<file path="src/rtl/mem_arb_2p.sv">
// rtl/mem_arb_2p.sv - two requestors sharing one synchronous RAM through a round-robin arbiter
// Byte-enable writes, RD_LATENCY-deep read pipeline, out-of-range error pulses.
module mem_arb_2p #(
  parameter int WIDTH      = 16,
  parameter int DEPTH      = 64,
  parameter int ADDR_WIDTH = $clog2(DEPTH),
  parameter int BE_WIDTH   = WIDTH / 8,
  parameter int RD_LATENCY = 1
) (
  input  logic                  clk,
  input  logic                  rst,
  input  logic                  valid_a,
  output logic                  ready_a,
  input  logic                  wt_rd_a,
  input  logic [ADDR_WIDTH-1:0] addr_a,
  input  logic [WIDTH-1:0]      wdata_a,
  input  logic [BE_WIDTH-1:0]   be_a,
  output logic [WIDTH-1:0]      rdata_a,
  output logic                  rvalid_a,
  output logic                  err_a,
  input  logic                  valid_b,
  output logic                  ready_b,
  input  logic                  wt_rd_b,
  input  logic [ADDR_WIDTH-1:0] addr_b,
  input  logic [WIDTH-1:0]      wdata_b,
  input  logic [BE_WIDTH-1:0]   be_b,
  output logic [WIDTH-1:0]      rdata_b,
  output logic                  rvalid_b,
  output logic                  err_b
);

  localparam int                  LP_LAST  = RD_LATENCY - 1;
  localparam logic [ADDR_WIDTH:0] LP_DEPTH = DEPTH[ADDR_WIDTH:0];

  logic [WIDTH-1:0]      r_mem [DEPTH];
  logic                  r_ptr_b;
  logic                  r_werr_a;
  logic                  r_werr_b;
  logic [WIDTH-1:0]      r_hold_a;
  logic [WIDTH-1:0]      r_hold_b;
  logic [RD_LATENCY-1:0] r_pv;
  logic [RD_LATENCY-1:0] r_pport;
  logic [RD_LATENCY-1:0] r_perr;
  logic [WIDTH-1:0]      r_pdata [RD_LATENCY];

  logic                  w_acc;
  logic                  w_sel_b;
  logic                  w_wr;
  logic                  w_in_range;
  logic [ADDR_WIDTH-1:0] w_addr;
  logic [WIDTH-1:0]      w_wdata;
  logic [BE_WIDTH-1:0]   w_be;
  logic [WIDTH-1:0]      w_rd_word;
  logic                  w_out_v;
  logic                  w_out_b;

  // r_ptr_b marks B as the preferred port when both request
  always_comb begin
    ready_a = rst && valid_a && (!valid_b || !r_ptr_b);
    ready_b = rst && valid_b && (!valid_a || r_ptr_b);
  end

  always_comb begin
    w_sel_b    = ready_b;
    w_acc      = ready_a || ready_b;
    w_wr       = w_sel_b ? wt_rd_b : wt_rd_a;
    w_addr     = w_sel_b ? addr_b  : addr_a;
    w_wdata    = w_sel_b ? wdata_b : wdata_a;
    w_be       = w_sel_b ? be_b    : be_a;
    w_in_range = {1'b0, w_addr} < LP_DEPTH;
    w_rd_word  = w_in_range ? r_mem[w_addr] : '0;
  end

  always_ff @(posedge clk) begin
    if (w_acc && w_wr && w_in_range) begin
      for (int i = 0; i < BE_WIDTH; i++) begin
        if (w_be[i]) r_mem[w_addr][8*i +: 8] <= w_wdata[8*i +: 8];
      end
    end
  end

  always_ff @(posedge clk) begin
    if (!rst) begin
      r_pv <= '0;
    end else begin
      r_pv[0] <= w_acc && !w_wr;
      for (int i = 1; i < RD_LATENCY; i++) r_pv[i] <= r_pv[i-1];
    end
  end

  // Payload stages need no reset: they are only observed behind r_pv
  always_ff @(posedge clk) begin
    r_pport[0] <= w_sel_b;
    r_perr[0]  <= !w_in_range;
    r_pdata[0] <= w_rd_word;
    for (int i = 1; i < RD_LATENCY; i++) begin
      r_pport[i] <= r_pport[i-1];
      r_perr[i]  <= r_perr[i-1];
      r_pdata[i] <= r_pdata[i-1];
    end
  end

  always_comb begin
    w_out_v  = r_pv[LP_LAST];
    w_out_b  = r_pport[LP_LAST];
    rvalid_a = w_out_v && !w_out_b;
    rvalid_b = w_out_v && w_out_b;
    err_a    = r_werr_a || (rvalid_a && r_perr[LP_LAST]);
    err_b    = r_werr_b || (rvalid_b && r_perr[LP_LAST]);
    rdata_a  = rvalid_a ? r_pdata[LP_LAST] : r_hold_a;
    rdata_b  = rvalid_b ? r_pdata[LP_LAST] : r_hold_b;
  end

  always_ff @(posedge clk) begin
    if (!rst) begin
      r_ptr_b  <= 1'b0;
      r_werr_a <= 1'b0;
      r_werr_b <= 1'b0;
      r_hold_a <= '0;
      r_hold_b <= '0;
    end else begin
      if (w_acc) r_ptr_b <= !w_sel_b;
      r_werr_a <= w_acc && !w_sel_b && w_wr && !w_in_range;
      r_werr_b <= w_acc && w_sel_b && w_wr && !w_in_range;
      r_hold_a <= rdata_a;
      r_hold_b <= rdata_b;
    end
  end

endmodule

</file>
<file path="config.mk">
export PLATFORM = sky130hd
export DESIGN_NAME = mem_arb_2p
export DESIGN_NICKNAME = d
export VERILOG_FILES = /design/src/rtl/mem_arb_2p.sv
export SDC_FILE = /design/constraint.sdc
export NUM_CORES = 1
export LEC_CHECK = 0
export CAP_MARGIN = 20
export CORE_ASPECT_RATIO = 1.75
export CORE_MARGIN = 3
export CORE_UTILIZATION = 45
export DETAILED_ROUTE_END_ITERATION = 12
export GPL_TIMING_DRIVEN = 0
export PLACE_DENSITY = 0.61
export REMOVE_ABC_BUFFERS = 1
export SLEW_MARGIN = 5
export SYNTH_ARGS = -nofsm -noshare
export SYNTH_HDL_FRONTEND = slang
export SYNTH_SLANG_ARGS = --single-unit
export TNS_END_PERCENT = 1
</file>
<file path="constraint.sdc">
create_clock -name clk -period 6.9 [get_ports clk]
set_clock_uncertainty 0.2 [all_clocks]
set_input_delay 1.38 -clock clk [delete_from_list [all_inputs] [get_ports clk]]
set_output_delay 1.38 -clock clk [all_outputs]
set_load 0.01 [all_outputs]
</file>
==> results.json <==
{
  "outcome": "complete, no violations",
  "synthCells": 2621,
  "crit_family": "simple AND/OR/NAND/NOR gates",
  "async_reset_ff_share_pct": 0,
  "cts_sinks": 1075,
  "io_buffer_count": 89,
  "dr_wl_met3_um": 10700,
  "postLayoutCellArea_mm2": 0.0474,
  "setup_tns_ns": 0,
  "dpl_cell_area_mm2": 0.0444,
  "cts_buffers": 90,
  "die_area_mm2": 0.0951,
  "r2r-start": "r_ptr_b",
  "regToRegSetupSlack_ns": 1.21,
  "slew_headroom_pct": 14.3,
  "switching_share_pct": 22.0,
  "fill_cells": 7356,
  "critPathLaunch": "valid_b",
  "clockBufferDepth": 3,
  "rsz0062_at_grt": "no",
  "hold_viol": 0,
  "initial_core_util_pct": 45.4,
  "final_nets": 2786,
  "hold_slack_ns": 0.311,
  "internal_power_mw": 10.4,
  "yosys-mux-area-fraction_pct": 1.06,
  "synthTopCellsByCount": "edfxtp_1, o21ai_0, a22oi_1",
  "h-tree-depth": 3,
  "max_freq_ghz": 0.153,
  "hold_path_depth": 2,
  "synthAdderAreaFrac_pct": 0,
  "drive_above_1_share_pct": 12.4,
  "startpoint_type": "input port",
  "clk-insertion-delay-late_ns": 0.67,
  "arrival_ns": 6.64,
  "synth_area_leaders": "edfxtp_1, a22oi_1, o21ai_0, dfxtp_1, and4_1",
  "clk_pin_slew_ns": 0.06,
  "grt_pass1_vias": 25811,
  "crit_chain": "clkdlybuf4s50_1 > and2_1 > nand2_1 > clkinvlp_4 > o21ai_0 > nand2_1 > nor2_1",
  "clkPwrFrac_pct": 38.9,
  "grt_pass1_wl_um": 178000,
  "fin_util_pct": 52.3,
  "p_per_area_mw_per_mm2": 280,
  "required_ns": 7.01,
  "max_cap_viol_count": 0,
  "synth_cell_types": 51,
  "drv_slew": 0,
  "synth_top_area_share_pct": 74.8,
  "drc_errors": 0,
  "synth-compound-area-share_pct": 13.8,
  "crit_cells": 7,
  "dr.pass1.iters": 8,
  "p_leak_nw": 14.3,
  "die-height_um": 406,
  "cts_hold_buf": 0,
  "worstReg2RegEnd": "r_mem[55][9]",
  "root_buffer": "clkbuf_16",
  "m1WireLength_um": 42300,
  "area_growth_syn_to_layout_pct": 15.4,
  "peakVddDrop_mv": 0.197,
  "antenna_found_initial": 0,
  "netlist_area_mm2": 0.0411,
  "worst_slew_pin_slew_ns": 1.28,
  "cp_common_cell": "nand2_1",
  "worstPathMaxFanout": 24,
  "num_vias": 25608,
  "sequentialPowerShare_pct": 54.5,
  "yosysWarnings": 0,
  "cts_tree": "built",
  "ios": 92,
  "fin_crit_ns": 6.53,
  "postRouteAntennaNets": 0,
  "synthFlopType": "edfxtp_1",
  "grt_overflow": 0,
  "endpoint": "r_mem[55][9]",
  "fp.coreArea_mm2": 0.0906,
  "rows": 146,
  "hpwl_um": 82400,
  "place.gp.congestion": 0.831,
  "die_w_um": 234,
  "synth_top_family_by_area": "compound AO/OA/AOI/OAI gates",
  "cts_setup_buffers": 0,
  "critical-path-max-stage-delay_ns": 1.06,
  "fin_crit_sh_pct": 94.7,
  "highest_layer": "met4",
  "avgViaCountPerCell": 6.41,
  "yosys.area_share.simple_pct": 5.68,
  "cp_num_buf_inv": 2,
  "yosysMostFrequentCell": "edfxtp_1",
  "grt_usage_pct": 26.2,
  "cpMaxStageDelayCell": "nor2_1",
  "drt-total-wl_um": 125000,
  "hold_path_class": "reg2reg",
  "grt_max_degree": 57,
  "ys_seq_area_share_pct": 77.3,
  "synth.avg_cell_area_um2": 15.7,
  "synth_edf_count": 1024,
  "switchingPower_mw": 2.92,
  "path_class": "in2reg",
  "yosys.area_share.xor_xnor_pct": 0,
  "synth-seq-cells": 1075,
  "dr_wl_met2_um": 63500,
  "setup_viol": 0,
  "crit_path_end_kind": "register",
  "reg2reg_depth": 6,
  "avgRoutedWirePerCell_um": 31.4,
  "yosys.area.top_type": "edfxtp_1",
  "p_comb_share_pct": 6.6,
  "drtIter0Drc": 3279
}
## per-stage QoR
step	worst slack (ns)	total power [mW]	instances
after floorplan	-0.910	7.75	2433
after global placement	-15.38	8.15	3706
after detailed placement	-0.616	8.25	3822
after CTS	0.0606	13.3	3990
after global routing	0.127	13.6	3992
final	0.365	13.3	3995
## layout make-up
type                       instances  area (um^2)  share of cell area [%]
antenna                            3         7.51                  0.0158
clock buffer                     115         2410                    5.08
clock inverter                    53          547                    1.15
inverter                          17         67.6                   0.142
multi-input combinational       1341         8660                    18.3
sequential                      1075        31800                    67.0
tap                             1184         1480                    3.12
timing repair buffer             207         2480                    5.22
## power groups by stage
stage	logic (mW)	clock network, mW	registers (mW)
after global routing	0.914	5.46	7.24
after detailed placement	0.861	0	7.39
final	0.878	5.16	7.24
after CTS	0.864	5.21	7.24
after global placement	0.742	0	7.41
after floorplan	0.364	0	7.39
## registers in the layout, indices dropped and copies added (netlist names)
register and count:
r_mem 1024, r_pdata 16, r_hold_a 16, r_hold_b 16, r_pport 1, r_pv 1, r_ptr_b 1
## worst register-to-register path, delay by kind of cell, from the launching register on
kind	cells	cell delay, ns
compound gates	1	0.85
simple gates	4	3.27
flops	1	0.33
buf+inv	1	0.68
## worst min-delay path by stage
stage	startpoint	endpoint	slack, ns
after detailed placement	r_ptr_b	r_ptr_b	0.31
after global placement	r_ptr_b	r_ptr_b	0.29
after global routing	r_ptr_b	r_ptr_b	0.36
final	r_ptr_b	r_ptr_b	0.31
after floorplan	r_ptr_b	r_ptr_b	0.27
after CTS	r_ptr_b	r_ptr_b	0.32
## kinds of logic (layout without fill, tap and decap cells)
| group | Yosys count | after routing |
|---|---|---|
| buf+inv | 206 | 392 |
| other cells | 1 | 5 |
| flops | 1075 | 1075 |
| compound gates | 867 | 867 |
| mux | 39 | 39 |
| simple gates | 433 | 433 |
## placed cells by master (no fill, tap or decap), types with 23 or more instances in the layout
| cell type | count |
|---|---|
| edfxtp_1 | 1024 |
| a22oi_1 | 283 |
| clkbuf_16 | 92 |
| buf_4 | 34 |
| and4_1 | 75 |
| nand2_1 | 67 |
| mux2_2 | 34 |
| buf_6 | 30 |
| dfxtp_1 | 51 |
| and2_1 | 34 |
| nand3_1 | 23 |
| o21ai_0 | 346 |
| o21a_1 | 33 |
| a31oi_1 | 97 |
| clkdlybuf4s50_1 | 88 |
| nor2_1 | 141 |
## layer usage
metal  up-vias  track usage, %
li1      10731               -
met1     12940            30.2
met2      1571            45.0
met3       366            4.78
met4         0            16.3
met5         -               0
## repair_timing
item	CTS	global route
resized for setup	0	1
hold endpoints to repair	0	0
endpoints found under the setup margin	0	4
Note: power is estimated with default switching activity, not from simulation.
